### config.mk
export PLATFORM = sky130hd
export DESIGN_NAME = mem_arbiter
export DESIGN_NICKNAME = d
export VERILOG_FILES = /design/src/rtl/mem_arbiter.sv
export SDC_FILE = /design/constraint.sdc
export NUM_CORES = 1
export LEC_CHECK = 0
export BUFFER_PORTS_ARGS = -buffer_cell sky130_fd_sc_hd__buf_2
export CAP_MARGIN = 20
export CORE_AREA = 2 2 92 94
export CTS_BUF_LIST = sky130_fd_sc_hd__clkbuf_4 sky130_fd_sc_hd__clkbuf_8
export DETAILED_ROUTE_END_ITERATION = 10
export DIE_AREA = 0 0 94 96
export PLACE_DENSITY = 0.82
export SLEW_MARGIN = 15
export SYNTH_ARGS = -nofsm -noshare
export SYNTH_HDL_FRONTEND = slang
export SYNTH_SLANG_ARGS = --single-unit
### constraint.sdc
create_clock -name clk -period 3.15 [get_ports clk]
set_input_delay 0.1575 -clock clk [delete_from_list [all_inputs] [get_ports clk]]
set_output_delay 0.1575 -clock clk [all_outputs]
set_load 0.02 [all_outputs]
### src/rtl/mem_arbiter.sv
// Two-requester round-robin arbiter in front of a single-port data memory.
// Grants are registered FSM states; bursts are capped only while the other side waits.
module mem_arbiter #(
    parameter int WIDTH     = 32,
    parameter int ADDRSIZE  = 12,
    parameter int BURST_MAX = 4
) (
    input  logic                clk,
    input  logic                rst,
    input  logic                m0_req,
    input  logic                m0_we,
    input  logic [ADDRSIZE-1:0] m0_addr,
    input  logic [WIDTH-1:0]    m0_wdata,
    output logic                m0_gnt,
    output logic [WIDTH-1:0]    m0_rdata,
    output logic                m0_rvalid,
    input  logic                m1_req,
    input  logic                m1_we,
    input  logic [ADDRSIZE-1:0] m1_addr,
    input  logic [WIDTH-1:0]    m1_wdata,
    output logic                m1_gnt,
    output logic [WIDTH-1:0]    m1_rdata,
    output logic                m1_rvalid,
    output logic [ADDRSIZE-1:0] mem_addr,
    output logic [WIDTH-1:0]    mem_wdata,
    output logic                mem_we,
    input  logic [WIDTH-1:0]    mem_rdata
);

    localparam int CW = $clog2(BURST_MAX) + 1;
    localparam logic [CW-1:0] CNT_MAX = CW'(BURST_MAX - 1);

    typedef enum logic [1:0] {IDLE, OWN0, OWN1} state_t;

    state_t          r_state, w_next_state;
    logic            r_last_owner, w_next_last;
    logic [CW-1:0]   r_burst_cnt, w_next_cnt;
    logic [WIDTH-1:0] r_m0_rdata, r_m1_rdata;
    logic            r_m0_rvalid, r_m1_rvalid;
    logic            w_acc0, w_acc1;
    logic            w_rd0, w_rd1;
    logic            w_cnt_room;

    assign w_acc0     = (r_state == OWN0) && m0_req;
    assign w_acc1     = (r_state == OWN1) && m1_req;
    assign w_rd0      = w_acc0 && !m0_we;
    assign w_rd1      = w_acc1 && !m1_we;
    assign w_cnt_room = (r_burst_cnt < CNT_MAX);

    always_comb begin
        w_next_state = r_state;
        w_next_cnt   = '0;
        w_next_last  = r_last_owner;
        case (r_state)
            IDLE: begin
                if (m0_req && m1_req)
                    w_next_state = r_last_owner ? OWN0 : OWN1;
                else if (m0_req)
                    w_next_state = OWN0;
                else if (m1_req)
                    w_next_state = OWN1;
            end
            OWN0: begin
                if (m0_req) begin
                    // keep the port while uncontested, counter pinned at its cap
                    if (!m1_req || w_cnt_room) begin
                        w_next_state = OWN0;
                        w_next_cnt   = w_cnt_room ? r_burst_cnt + 1'b1 : r_burst_cnt;
                    end else begin
                        w_next_state = OWN1;
                    end
                end else begin
                    w_next_state = m1_req ? OWN1 : IDLE;
                end
            end
            OWN1: begin
                if (m1_req) begin
                    if (!m0_req || w_cnt_room) begin
                        w_next_state = OWN1;
                        w_next_cnt   = w_cnt_room ? r_burst_cnt + 1'b1 : r_burst_cnt;
                    end else begin
                        w_next_state = OWN0;
                    end
                end else begin
                    w_next_state = m0_req ? OWN0 : IDLE;
                end
            end
            default: w_next_state = IDLE;
        endcase
        if (w_next_state == OWN0)
            w_next_last = 1'b0;
        else if (w_next_state == OWN1)
            w_next_last = 1'b1;
    end

    always_ff @(posedge clk) begin
        if (!rst) begin
            r_state      <= IDLE;
            r_last_owner <= 1'b1;
            r_burst_cnt  <= '0;
        end else begin
            r_state      <= w_next_state;
            r_last_owner <= w_next_last;
            r_burst_cnt  <= w_next_cnt;
        end
    end

    always_ff @(posedge clk) begin
        if (!rst) begin
            r_m0_rdata  <= '0;
            r_m1_rdata  <= '0;
            r_m0_rvalid <= 1'b0;
            r_m1_rvalid <= 1'b0;
        end else begin
            r_m0_rvalid <= w_rd0;
            r_m1_rvalid <= w_rd1;
            if (w_rd0)
                r_m0_rdata <= mem_rdata;
            if (w_rd1)
                r_m1_rdata <= mem_rdata;
        end
    end

    // write strobe is gated by reset directly so a mid-burst reset never writes
    assign mem_we    = rst && ((w_acc0 && m0_we) || (w_acc1 && m1_we));
    assign mem_addr  = w_acc0 ? m0_addr  : (w_acc1 ? m1_addr  : '0);
    assign mem_wdata = w_acc0 ? m0_wdata : (w_acc1 ? m1_wdata : '0);

    assign m0_gnt    = (r_state == OWN0);
    assign m1_gnt    = (r_state == OWN1);
    assign m0_rdata  = r_m0_rdata;
    assign m1_rdata  = r_m1_rdata;
    assign m0_rvalid = r_m0_rvalid;
    assign m1_rvalid = r_m1_rvalid;

endmodule

* Yosys cells after proc, flatten, opt, wreduce, memory -nomap -nowiden
Index checks and enable logic that the tools add are counted.
** Word-level totals
- Input port bits :: 126
- Word-level logic and storage cells :: 53
- Register bits after elaboration :: 72
- Output and inout bits :: 113
** Cells by class
- Equal/unequal tests :: 4
- $add $sub $neg :: 1
- Reduce and logical (&&, ||, !) cells :: 17
- Order comparisons :: 1
- Multiplexer cells :: 23
** Operator list (count)
- 32-bit 2-to-1 mux :: 2
- 12-bit 2-to-1 mux :: 2
- 2-bit 2-to-1 mux :: 9
- 3-bit 2-to-1 mux :: 5
- 1-bit logical AND :: 8
- 2-bit case mux with 3 select lines :: 1
- 3-bit case mux with 2 select lines :: 1
- 2-bit by 1-bit equality test with 1-bit output, second input constant :: 2
- 2-bit equality test, second input constant :: 2
- 1-bit logical NOT :: 4
- 3-bit by 1-bit adder with 3-bit output, second input constant :: 1
- 1-bit logical OR :: 3
- 3-bit by 2-bit less-than comparator with 1-bit output, second input constant :: 1
- 1-bit 2-to-1 mux :: 3
- 2-bit logical NOT :: 1
- 2-bit nonzero test :: 1

* Depth between registers and ports, before layout
- Depth in word-level cells :: 8
- Mapped depth :: 10
- Gate-level depth less buffers :: 10

* Worst setup path before layout
OpenSTA, ideal clock, no wires.
- Kind :: reg-to-reg
- Start :: reg r_state[0]
- End :: reg r_last_owner
- Arrival time :: 1.851 ns
- Path buffers :: 0
- Data required time :: 3.026 ns
- Setup time :: 0.124 ns
- Clock period less this slack :: 1.976 ns
- Slack :: 1.174 ns
- Cell stages (with the launch flop) :: 10
- Path through :: dfxtp_1 -> inv_1 -> ha_1 -> nand2_4 -> a21oi_1 -> a211oi_1 -> or2_2 -> ha_1 -> mux2i_1 -> nand2_1
** Between the ends
- Elaborated cells between the ends (all ways) :: 11
- Classes of those cells :: eq/ne: 4; mux: 5; reduce/logical: 2
** RTL lines
- from (decl) :: line 35 : state_t r_state, w_next_state;
- from (signal assigned) :: line 102 : r_state <= w_next_state;
- 2-bit equality test *
- named net m1_gnt :: line 21 : output logic m1_gnt,
- 2-bit case mux with 3 select lines * :: line 54 : case (r_state)
- 2-bit by 1-bit equality test with 1-bit output or 2-bit equality test (tied branches) :: line 90, 92
- 1-bit 2-to-1 mux or 2-bit nonzero test (tied branches)
- to (signal assigned) :: line 103 : r_last_owner <= w_next_last;
- to (decl) :: line 36 : logic r_last_owner, w_next_last;
The timed path passes the listed nets; every way through them passes the cells marked *.
A chain may end at the register's enable or synchronous reset.

* Worst setup path in the final report
- Start :: reg r_state[1]
- End :: out mem_wdata[0]
** Between the ends
- Longest elaborated chain between the ends :: 4
- Elaborated cells between the ends (all ways) :: 6
- Classes of those cells :: eq/ne: 2; mux: 2; reduce/logical: 2
** RTL lines
- 2-bit equality test :: line 45 : assign w_acc1 = (r_state == OWN1) && m1_req;
- 1-bit logical AND :: line 45
- 32-bit 2-to-1 mux :: line 127 : assign mem_wdata = w_acc0 ? m0_wdata : (w_acc1 ? m1_wdata : '0);
- 32-bit 2-to-1 mux * :: line 127
- to (decl) :: line 25 : output logic [WIDTH-1:0] mem_wdata,
Mark *: on every way between the ends. The rest lies on a longest branch, timed or not.

==> results.yml <==
detailed_routing:
  via_per_inst: 5.111
  drt_iter0_drc: 167
  wl_per_cell_um: 17.49
  dr.pass1.iters: 4
  wl_mm: 12.72
  vias: 3716
  drtAntennaViolNets: 0
  drc: 0
floorplanning:
  die_area_sq_um: 9024
  core_area_sq_um: 8051
  die_y_um: 96
  rows: 33
  io_pins: 239
  start_util_pct: 41.41
  die_w_um: 94
finish:
  drive_above_1_share_pct: 42.90
  nets: 747
  syn_to_final_growth_pct: 41.95
  multi_input_comb_area_sq_um: 1680
  n_fill_cell: 761
  fin_util_pct: 58.79
  regArea_sq_um: 1441
synthesis:
  synthCells: 390
  synth_flop_cell: "dfxtp_1"
  async_flop_share_pct: 0
  synth_most_common_cell: "nand2_1"
  avgSynthCellArea_sq_um: 8.550
  synth_seq_cells: 72
  syn_area_sq_um: 3334
  syn-num-nets: 522
  yosysWarnings: 0
  ys_seq_area_share_pct: 43.23
  synth.area.top_cells: "dfxtp_1 (43%), nand2_1 (15%), a21boi_1 (13%), a22o_1 (12%), buf_6 (2.7%)"
  synth_top_cell_by_area: "dfxtp_1"
  synth.top_cell.area_share_pct: 43.23
  synth_common_cells: "nand2_1 (133), dfxtp_1 (72), a21boi_1 (59), a22o_1 (44), buf_2 (11)"
  synth_cell_types: 31
  synth-edff-count: 0
critical_path:
  path_class: "flop to output port"
  arrival_ns: 2.46
  crit_required_ns: 2.99
  end_kind: "output port"
  cpPeakStageDelay_ns: 0.39
  cp_top_family: "buffers and inverters"
  crit_path_max_fanout: 47
  crit_path_top_delay_cell: "dfxtp_1"
  worstPathBufferInverterCount: 3
  path_cells: "inv_1 -> ha_1 -> and2_4 -> nor2_4 -> buf_4 -> a22o_1 -> buf_2"
  worstSetupStartpointType: "flop"
power:
  leakagePower_nw: 2.353
  vdd_drop_max_uv: 304.5
  p_per_area_nw_per_um2: 509.6
clock_tree:
  cts_buffers: 9
  cts_sinks: 72
  cts-hold-fix-buffers: 0
  htreeDepth: 3
  clockBufferDepth: 2
  cts_resized: 0
  root_buffer: "clkbuf_8"
  post_cts_buffers: 0
  cts_tree: "done"
  worstSkewPairLatency_ns: 0.34
  clkSlewWorstSetupHoldPaths_ns: 0.08
sta:
  finalCriticalPeriod_ns: 2.613
  maxSlewHeadroom_pct: 56.66
  rsz0062_at_grt: "false"
  maxSlewViolCount: 0
  max_freq_mhz: 382.7
  min_period_over_period_pct: 82.96
  setup_viol: 0
  tightest_slew_ns: 0.6494
  finalClockSkew_ns: 0.01095
  fin_tns_setup_ns: 0
  finalHoldViolCount: 0
grt:
  grt_pass1_wl_mm: 17.71
  grt_antenna_before_repair: 2
  grt_overflow: 0
  grt_pass1_vias: 3355
  track_usage_pct: 26.11
  grt_max_degree: 48
placed_design:
  dp_hpwl_mm: 9.951
  place_congestion: 0.9591
  port_buffers: 238
run_status:
  status: "complete, no violations"
hold_path:
  hold_class: "input pin to flop"
flow_run:
  drv_cap: 0
[where the power goes]
| group | internal, mW | switching [mW] |
|---|---|---|
| clock network | 0.470 | 0.354 |
| registers | 0.948 | 0.0235 |
| logic | 0.242 | 0.374 |
| total | 1.66 | 0.752 |
[worst register-to-register path, delay by kind of cell, from the launching register on]
kind | cells | cell delay, ns
DFF | 1 | 0.35
AOI/OAI and AO/OA | 1 | 0.06
buffers and inverters | 2 | 0.44
and+or+nand+nor | 3 | 1.06
adders and majority gates | 1 | 0.22
[layout by cell type, fill, tap and decap left out, drive strengths merged]
cell type,Yosys,layout
buf,23,244
nand2,134,134
dfxtp,72,72
a21boi,64,64
a22o,44,44
clkbuf,7,10
nor2,8,8
a21oi,7,7
ha,6,6
nand2b,4,4
inv,3,4
and2,3,3
diode,0,2
o21ai,2,2
a211oi,2,2
nor2b,2,2
bufinv,0,2
or2,2,2
clkinv,0,2
a21o,1,1
o2bb2ai,1,1
a32oi,1,1
o211ai,1,1
nor3b,1,1
nor3,1,1
mux2i,1,1
clkinvlp,0,1
[final timing paths]
path                       startpoint                        end  slack, ns  cells past startpoint
min reg2reg  m1_rdata[5]$_SDFFE_PN0P_   m1_rdata[5]$_SDFFE_PN0P_       0.46                      2
min                     mem_rdata[18]  m0_rdata[18]$_SDFFE_PN0P_       0.06                      3
max             r_state[1]$_SDFF_PN0_               mem_wdata[0]       0.54                      7
max reg2reg     r_state[1]$_SDFF_PN0_  m0_rdata[10]$_SDFFE_PN0P_       0.92                      7
[per-stage QoR]
stage / cell area, sq um / std cells / hold slack [ns] / power [mW] / setup slack (ns)
global placement: 4501 / 709 / 0.4085 / 1.591 / 0.9961
floorplan: 3334 / 390 / 0.2924 / 1.376 / 1.174
finish: 4733 / 727 / 0.05524 / 2.412 / 0.5367
CTS: 4728 / 725 / 0.04508 / 2.424 / 0.5183
detailed placement: 4501 / 709 / 0.4149 / 1.602 / 0.9160
global route: 4731 / 726 / 0.05179 / 2.508 / 0.3908
[layer usage]
layer	global-route usage [%]	wire, um	vias up
li1	-	-	1779
met1	29.02	4696	1723
met2	46.37	6365	189
met3	8.692	1328	23
met4	9.903	312	2
met5	0	13	-
[area by class of cell]
type	count	area share [%]
diodes	2	0.1057
clock buffers	10	2.908
clock inverters	6	1.903
inverters	3	0.2379
multi-input cells	285	35.50
flip-flops and latches	72	30.45
well taps	105	2.776
repair buffers	244	26.12
[state kept, by name, summed over array words and instances, names as in the netlist]
signal        flops
m1_rvalid         1
r_burst_cnt       3
r_last_owner      1
m0_rvalid         1
r_state           2
m1_rdata         32
m0_rdata         32
[logic make-up after synthesis]
group           synth area share (%)
fa+ha+maj                      2.251
flops                          43.23
simple gates                   19.10
buf+inv                        6.379
compound gates                 28.74
mux                           0.3002
No activity file was read; power rests on OpenSTA's default activity.
